## src/rtl/control_sequencer.sv

```systemverilog
// control_sequencer
// Hardwired control unit for a simple load/store CPU. A ten-state machine
// walks every instruction through fetch (T0-T2) and an opcode-dependent
// execute phase (T3-T7). The datapath strobes, memory commands, register
// select lines and alu_op are decoded combinationally from the current
// state and the opcode held in ir[31:27].
//
// Ports
//   clock      : system clock, rising edge active
//   reset      : asynchronous active-high reset, forces the RST state
//   ir         : instruction register contents, opcode in ir[31:27]
//   mem_ready  : memory completion strobe for Read/Write waits
//   stop       : halt request, honoured only when returning to T0
//   PCout..Cout: datapath bus/load strobes
//   Read/Write : memory commands
//   Gra..BAout : register select / encode controls
//   alu_op     : ALU operation code
//   run        : high while the sequencer is executing instructions
module control_sequencer (
    input  logic        clock,
    input  logic        reset,
    input  logic [31:0] ir,
    input  logic        mem_ready,
    input  logic        stop,
    output logic        PCout,
    output logic        PCin,
    output logic        IncPC,
    output logic        MARin,
    output logic        MDRin,
    output logic        MDRout,
    output logic        IRin,
    output logic        Yin,
    output logic        Zin,
    output logic        Zlowout,
    output logic        Cout,
    output logic        Read,
    output logic        Write,
    output logic        Gra,
    output logic        Grb,
    output logic        Grc,
    output logic        Rin,
    output logic        Rout,
    output logic        BAout,
    output logic [4:0]  alu_op,
    output logic        run
);

    localparam logic [3:0] ST_RST  = 4'd0;
    localparam logic [3:0] ST_T0   = 4'd1;
    localparam logic [3:0] ST_T1   = 4'd2;
    localparam logic [3:0] ST_T2   = 4'd3;
    localparam logic [3:0] ST_T3   = 4'd4;
    localparam logic [3:0] ST_T4   = 4'd5;
    localparam logic [3:0] ST_T5   = 4'd6;
    localparam logic [3:0] ST_T6   = 4'd7;
    localparam logic [3:0] ST_T7   = 4'd8;
    localparam logic [3:0] ST_HALT = 4'd9;

    // Address calculation for ldi/ld/st reuses the ALU adder.
    localparam logic [4:0] OP_ADD = 5'b00011;

    logic [3:0] state_q;
    logic [3:0] state_d;
    logic [4:0] opcode;
    logic       is_rr;
    logic       is_imm;
    logic       is_ldi;
    logic       is_ld;
    logic       is_st;
    logic       is_jr;
    logic       is_halt;
    logic       uses_alu;
    logic [3:0] t0_or_halt;
    logic       ir_unused;

    assign opcode    = ir[31:27];
    assign ir_unused = ^ir[26:0];

    // Opcode classes; anything outside these classes executes as a nop.
    always_comb begin
        is_rr    = (opcode >= 5'b00011) && (opcode <= 5'b01000);
        is_imm   = (opcode >= 5'b01100) && (opcode <= 5'b01110);
        is_ldi   = (opcode == 5'b00001);
        is_ld    = (opcode == 5'b00000);
        is_st    = (opcode == 5'b00010);
        is_jr    = (opcode == 5'b10100);
        is_halt  = (opcode == 5'b11011);
        uses_alu = is_rr || is_imm || is_ldi || is_ld || is_st;
    end

    // A pending stop request diverts every return to T0 into HALT, so the
    // machine only ever halts on an instruction boundary.
    assign t0_or_halt = stop ? ST_HALT : ST_T0;

    // Next-state logic; the memory waits in T1/T6/T7 are the only places
    // mem_ready is consulted.
    always_comb begin
        state_d = state_q;
        case (state_q)
            ST_RST:  state_d = t0_or_halt;
            ST_T0:   state_d = ST_T1;
            ST_T1:   if (mem_ready) state_d = ST_T2;
            ST_T2:   state_d = ST_T3;
            ST_T3: begin
                if (is_halt)       state_d = ST_HALT;
                else if (uses_alu) state_d = ST_T4;
                else               state_d = t0_or_halt;
            end
            ST_T4:   state_d = ST_T5;
            ST_T5: begin
                if (is_ld || is_st) state_d = ST_T6;
                else                state_d = t0_or_halt;
            end
            ST_T6: begin
                if (is_ld) begin
                    if (mem_ready) state_d = ST_T7;
                end else if (is_st) begin
                    state_d = ST_T7;
                end else begin
                    state_d = t0_or_halt;
                end
            end
            ST_T7: begin
                if (is_st) begin
                    if (mem_ready) state_d = t0_or_halt;
                end else begin
                    state_d = t0_or_halt;
                end
            end
            ST_HALT: state_d = ST_HALT;
            default: state_d = ST_RST;
        endcase
    end

    always_ff @(posedge clock or posedge reset) begin
        if (reset) state_q <= ST_RST;
        else       state_q <= state_d;
    end

    // Output decode: every strobe defaults low and only the states that
    // need a strobe raise it, so RST and HALT drive all zeros.
    always_comb begin
        PCout   = 1'b0;
        PCin    = 1'b0;
        IncPC   = 1'b0;
        MARin   = 1'b0;
        MDRin   = 1'b0;
        MDRout  = 1'b0;
        IRin    = 1'b0;
        Yin     = 1'b0;
        Zin     = 1'b0;
        Zlowout = 1'b0;
        Cout    = 1'b0;
        Read    = 1'b0;
        Write   = 1'b0;
        Gra     = 1'b0;
        Grb     = 1'b0;
        Grc     = 1'b0;
        Rin     = 1'b0;
        Rout    = 1'b0;
        BAout   = 1'b0;
        alu_op  = 5'b00000;
        run     = (state_q != ST_RST) && (state_q != ST_HALT);
        case (state_q)
            ST_T0: begin
                PCout = 1'b1;
                MARin = 1'b1;
                IncPC = 1'b1;
            end
            ST_T1: begin
                Read  = 1'b1;
                MDRin = 1'b1;
            end
            ST_T2: begin
                MDRout = 1'b1;
                IRin   = 1'b1;
            end
            ST_T3: begin
                if (is_rr || is_imm) begin
                    Grb  = 1'b1;
                    Rout = 1'b1;
                    Yin  = 1'b1;
                end else if (is_ldi || is_ld || is_st) begin
                    // BAout makes R0 read as zero for base+offset addressing.
                    Grb   = 1'b1;
                    BAout = 1'b1;
                    Yin   = 1'b1;
                end else if (is_jr) begin
                    Gra  = 1'b1;
                    Rout = 1'b1;
                    PCin = 1'b1;
                end
            end
            ST_T4: begin
                if (is_rr) begin
                    Grc    = 1'b1;
                    Rout   = 1'b1;
                    Zin    = 1'b1;
                    alu_op = opcode;
                end else if (is_imm) begin
                    Cout   = 1'b1;
                    Zin    = 1'b1;
                    alu_op = opcode;
                end else if (is_ldi || is_ld || is_st) begin
                    Cout   = 1'b1;
                    Zin    = 1'b1;
                    alu_op = OP_ADD;
                end
            end
            ST_T5: begin
                if (is_ld || is_st) begin
                    Zlowout = 1'b1;
                    MARin   = 1'b1;
                end else if (is_rr || is_imm || is_ldi) begin
                    Zlowout = 1'b1;
                    Gra     = 1'b1;
                    Rin     = 1'b1;
                end
            end
            ST_T6: begin
                if (is_ld) begin
                    Read  = 1'b1;
                    MDRin = 1'b1;
                end else if (is_st) begin
                    Gra   = 1'b1;
                    Rout  = 1'b1;
                    MDRin = 1'b1;
                end
            end
            ST_T7: begin
                if (is_ld) begin
                    MDRout = 1'b1;
                    Gra    = 1'b1;
                    Rin    = 1'b1;
                end else if (is_st) begin
                    Write = 1'b1;
                end
            end
            default: ;
        endcase
    end

endmodule
```

## config.mk

```make
export PLATFORM = sky130hd
export DESIGN_NAME = control_sequencer
export DESIGN_NICKNAME = d
export VERILOG_FILES = /design/src/rtl/control_sequencer.sv
export SDC_FILE = /design/constraint.sdc
export NUM_CORES = 1
export LEC_CHECK = 0
export CORE_MARGIN = 3
export CORE_UTILIZATION = 30
export CTS_CLUSTER_SIZE = 16
export DETAILED_ROUTE_END_ITERATION = 8
export MAX_ROUTING_LAYER = met4
export PLACE_DENSITY = 0.77
export SLEW_MARGIN = 5
export SYNTH_ARGS = -nofsm -noshare
export SYNTH_HDL_FRONTEND = slang
export SYNTH_SLANG_ARGS = --single-unit
```

## constraint.sdc

```tcl
create_clock -name clock -period 3.75 [get_ports clock]
set_clock_uncertainty 0.15 [all_clocks]
set_input_delay 1.125 -clock clock [delete_from_list [all_inputs] [get_ports clock]]
set_output_delay 1.125 -clock clock [all_outputs]
set_load 0.03 [all_outputs]
```

Word level (Yosys, flattened, before mapping)

Index checks and enable logic that the tools add are counted.

Magnitude comparators: 4
Equal/unequal tests: 17
Mux-type cells: 51
Reductions and logical operators: 14

Operators with widths:

| operator                                                           | count |
|---|---|
| two-way mux 4 bit                                                  | 10 |
| case mux 4 bit (10 select lines)                                   | 1 |
| two-way mux 1 bit                                                  | 29 |
| == test 4 x 3 -> 1 bit (second input constant)                     | 4 |
| two-way mux 5 bit                                                  | 3 |
| == test 5 bit (second input constant)                              | 2 |
| less-or-equal comparator 5 x 4 -> 1 bit (second input constant)    | 2 |
| case mux 1 bit (2 select lines)                                    | 5 |
| == test 4 x 2 -> 1 bit (second input constant)                     | 2 |
| == test 4 bit (second input constant)                              | 2 |
| logical OR 1 bit                                                   | 7 |
| != test 3 bit (second input constant)                              | 2 |
| == test 5 x 1 -> 1 bit (second input constant)                     | 1 |
| == test 5 x 2 -> 1 bit (second input constant)                     | 1 |
| greater-or-equal comparator 5 x 2 -> 1 bit (second input constant) | 1 |
| greater-or-equal comparator 5 x 4 -> 1 bit (second input constant) | 1 |
| zero test 5 bit                                                    | 1 |
| == test 4 x 1 -> 1 bit (second input constant)                     | 1 |
| zero test 4 bit                                                    | 1 |
| != test 4 bit (second input constant)                              | 1 |
| case mux 1 bit (4 select lines)                                    | 1 |
| nonzero test 4 bit                                                 | 1 |
| logical AND 1 bit                                                  | 3 |
| case mux 1 bit (3 select lines)                                    | 1 |
| 3 further kinds                                                    | 3 |

Flip-flop bits (word level): 4
Bits of input ports: 36
Output and inout port bits: 25
Word-level logic and storage cells: 87

Depth between registers and ports, before layout

Depth after elaboration: 9
Gate-level depth with buffers: 6
Mapped depth without buffers: 4

Worst setup path after synthesis

No wires, ideal clock.

Path type: input to output
From: input ir[31]
To: output MARin
Data arrival time: 2.615 ns
Data required time: 2.475 ns
Path slack: -0.140 ns
Cell stages on the path: 4
Path buffers: 1
Cells stage by stage: or4_1 -> buf_2 -> or3_1 -> a21oi_1

Word-level cells in the longest chain between the ends: 4
Elaborated cells on any way between the ends: 5
Classes of those cells: eq/ne (1); mux (2); reduce/logical (2)

Ends and longest elaborated chain:

| item                                                             | RTL line | RTL |
|---|---|---|
| from (decl)                                                      | 22       | `input logic [31:0] ir,` |
| == test 5 x 2 -> 1 bit / zero test 5 bit (equally long branches) | 85, 84   |  |
| logical OR 1 bit *                                               | 211      | `if (is_ld \|\| is_st) begin` |
| two-way mux 1 bit *                                              | 211      |  |
| case mux 1 bit (2 select lines) *                                | 164      | `case (state_q)` |
| to (decl)                                                        | 28       | `output logic MARin,` |

Every way passes the cells marked *; elsewhere a longest branch is shown, timed or not.

Final worst setup path

From: input ir[30]
To: output MARin

Same word-level chain as after synthesis.

==> impl_results.md <==
- Worst-path clk slew: about 0.040 ns
- CTS tree: done
- Area grow syn2layout: 58.0%
- Pwr Density: between 400 and 500 nW/um^2
- Critical Setup Path Class: input port to output port
- Max reg flops: 4
- ANT cells: 0
- Register area: 100 um^2
- Largest cells by area after synthesis: dfrtp_1, a21oi_1, nor2_1
- Routed vias/inst: approximately 5.5
- Yosys warning total: 0
- CTS Buffer Depth: 2
- Gr usage total: between 10% and 20%
- P_leak: between 0.6 and 0.7 nW
- VDD IR max: between 0.3 and 0.4 mV
- Initial antenna violation count: 0
- Max-cap viol count: 0
- Achievable Freq: around 270 MHz
- Post-route ant nets: 0
- Final core occ: around half
- Overall Power: 0.632 mW
- Synth Area per Inst: around 6.5 um^2
- Top FF cell, synth: dfrtp_1
- Die area: about 3400 um^2
- Iteration-0 DRC Markers: 27
- Leading area contributor after synthesis: dfrtp_1
- Root buf cell: clkbuf_4
- Synth async-reset ratio: 100%
- CTS sink cnt: 4
- Die Height: around 58 um
- # DRC: 0
- Worst setup EP type: output port
- Synth Register Bits: 4
- Filler instances: roughly 250
- Syn nets: 162
- Clock Latency Late Sink: between 0.2 and 0.25 ns
- Final WL: about 2600 um
- EDFF count, synth: 0
- Initial Util: between 30% and 40%
- Synth unique cells: 43
- Most common cell after layout, fill and taps aside: buf_4
- Via count: between 1000 and 1500
- Multi-input gate area: 698 um^2
- Synthesized area: between 800 and 900 um^2
- Detailed placement HPWL: about 1900 um
- First-pass iteration count of the detailed router: 4
- I/O pins: 61
- Max Slew Vio Count: 0
- Critical Path RT: 2.47 ns
- # hold bufs at CTS: 0
- Crit start category: input port
- Buffers on Ports: 32
- Slew headroom: roughly 62%
- Largest net degree at the start of global routing: 20
- Sequential area share after synthesis: about an eighth
- Routed len/inst: around 13 um
- Yosys top cell area share: about 12%
- Status: completed
- Die W: slightly below 60 um
- Core Area: between 2000 and 3000 um^2
- Vias in the first global route: 944
- Final setup viols: 0
- GRT Residual Overflow: 0
- Post-layout nets: approximately 200
- RePlAce Congestion: 0.879
- Register with the most flip-flops: state_q
- TritonCTS Buffers: 3
- First-pass GRT wire length: 4220 um
- Mapped Cells: ~130
- Slew at the pin closest to its max-slew limit: between 0.5 and 0.6 ns
- Leading registers by flop count: state_q x4
- Worst Hold Class: flop to flop
- Max H-tree Level: 1
- Most frequent cells in the layout: buf_4, nor2_1, nand2_1, a21oi_1, clkdlybuf4s50_1
- Setup_tns: 0 ns
- Final period util: ~99%
- Site Rows: 18
- Hold slack: between 0.6 and 0.7 ns
- CP max FO: 3
- Hold Vio Cnt, Final: 0
- Layout cells sized above 1: a little over 40%
- RSZ-0062 raised after global routing: no
- Arrival time at the worst endpoint: approximately 2.4 ns
- Post-layout minimum cycle time: 3.70 ns
[power breakdown]
part	switching, mW	internal, mW
Clock	0.0199	0.0360
Sequential	0.0820	0.0609
Combinational	0.240	0.194
Total	0.342	0.290
[worst max-delay path: stages]
cell	delay (ns)
buf_2	0.11
or4_4	0.56
or3_4	0.34
a21oi_2	0.15
buf_6	0.15
[Yosys cell counts (3+ instances only)]
library cell  number
nand3_1            5
a21oi_1           10
nand2b_1           6
clkbuf_1           9
dfrtp_1            4
and3_1             5
nand4_1            4
o21ai_0            4
inv_1              5
nor2_1            13
nand2_1           10
buf_4              3
nor4b_1            3
nor2b_1            4
buf_2              3
[path summary, 6_finish.rpt]
path,end,slack (ns),startpoint,cells after the start
max,MARin,0.05,ir[30],5
min,state_q[1]$_DFFE_PP0P_,0.70,state_q[1]$_DFFE_PP0P_,2
max reg2reg,state_q[3]$_DFFE_PP0P_,1.71,state_q[1]$_DFFE_PP0P_,4
min reg2reg,state_q[1]$_DFFE_PP0P_,0.70,state_q[1]$_DFFE_PP0P_,2
max in group asynchronous,state_q[2]$_DFFE_PP0P_,2.39,reset,2
min in group asynchronous,state_q[3]$_DFFE_PP0P_,0.91,reset,2
[metal layers]
layer / GRT usage, % / wire [um] / share of wire [%]
met4: 2.98 / 11 / 0.43
met1: 21.4 / 1170 / 45
met2: 25.4 / 1290 / 50
met5: - / 0 / 0
met3: 0.877 / 109 / 4.2
[metrics by stage]
stage	worst slack (ns)	instances	instance area (um^2)
final	0.0483	196	1300
after global routing	0.00331	196	1300
after CTS	0.0142	196	1290
after detailed placement	-0.443	192	1230
after global placement	-0.426	192	1230
after floorplan	0.0164	126	847
[logic make-up (layout without fill, tap and decap cells)]
kind of cell / Yosys count / in the layout / share of synthesized area, %
flops: 4 / 4 / 12.2
other cells: 1 / 1 / 0.456
xor+xnor: 1 / 1 / 1.07
simple gates: 67 / 67 / 46.4
mux: 3 / 3 / 5.02
buf+inv: 21 / 61 / 11.4
compound gates: 29 / 29 / 23.4
[layout make-up]
type                            instances  area share [%]
Clock buffer                            3            1.73
Inverter                                5            1.45
Multi-Input combinational cell        101            53.8
Sequential cell                         4            7.71
Tap cell                               30            2.89
Timing Repair Buffer                   53            32.5
[what timing repair did]
action	in CTS	in global routing
pin swaps	5	5
setup buffers	1	0
endpoints found under the setup margin	19	5
gates resized for setup	26	5
(Power assumes the default switching activity.)
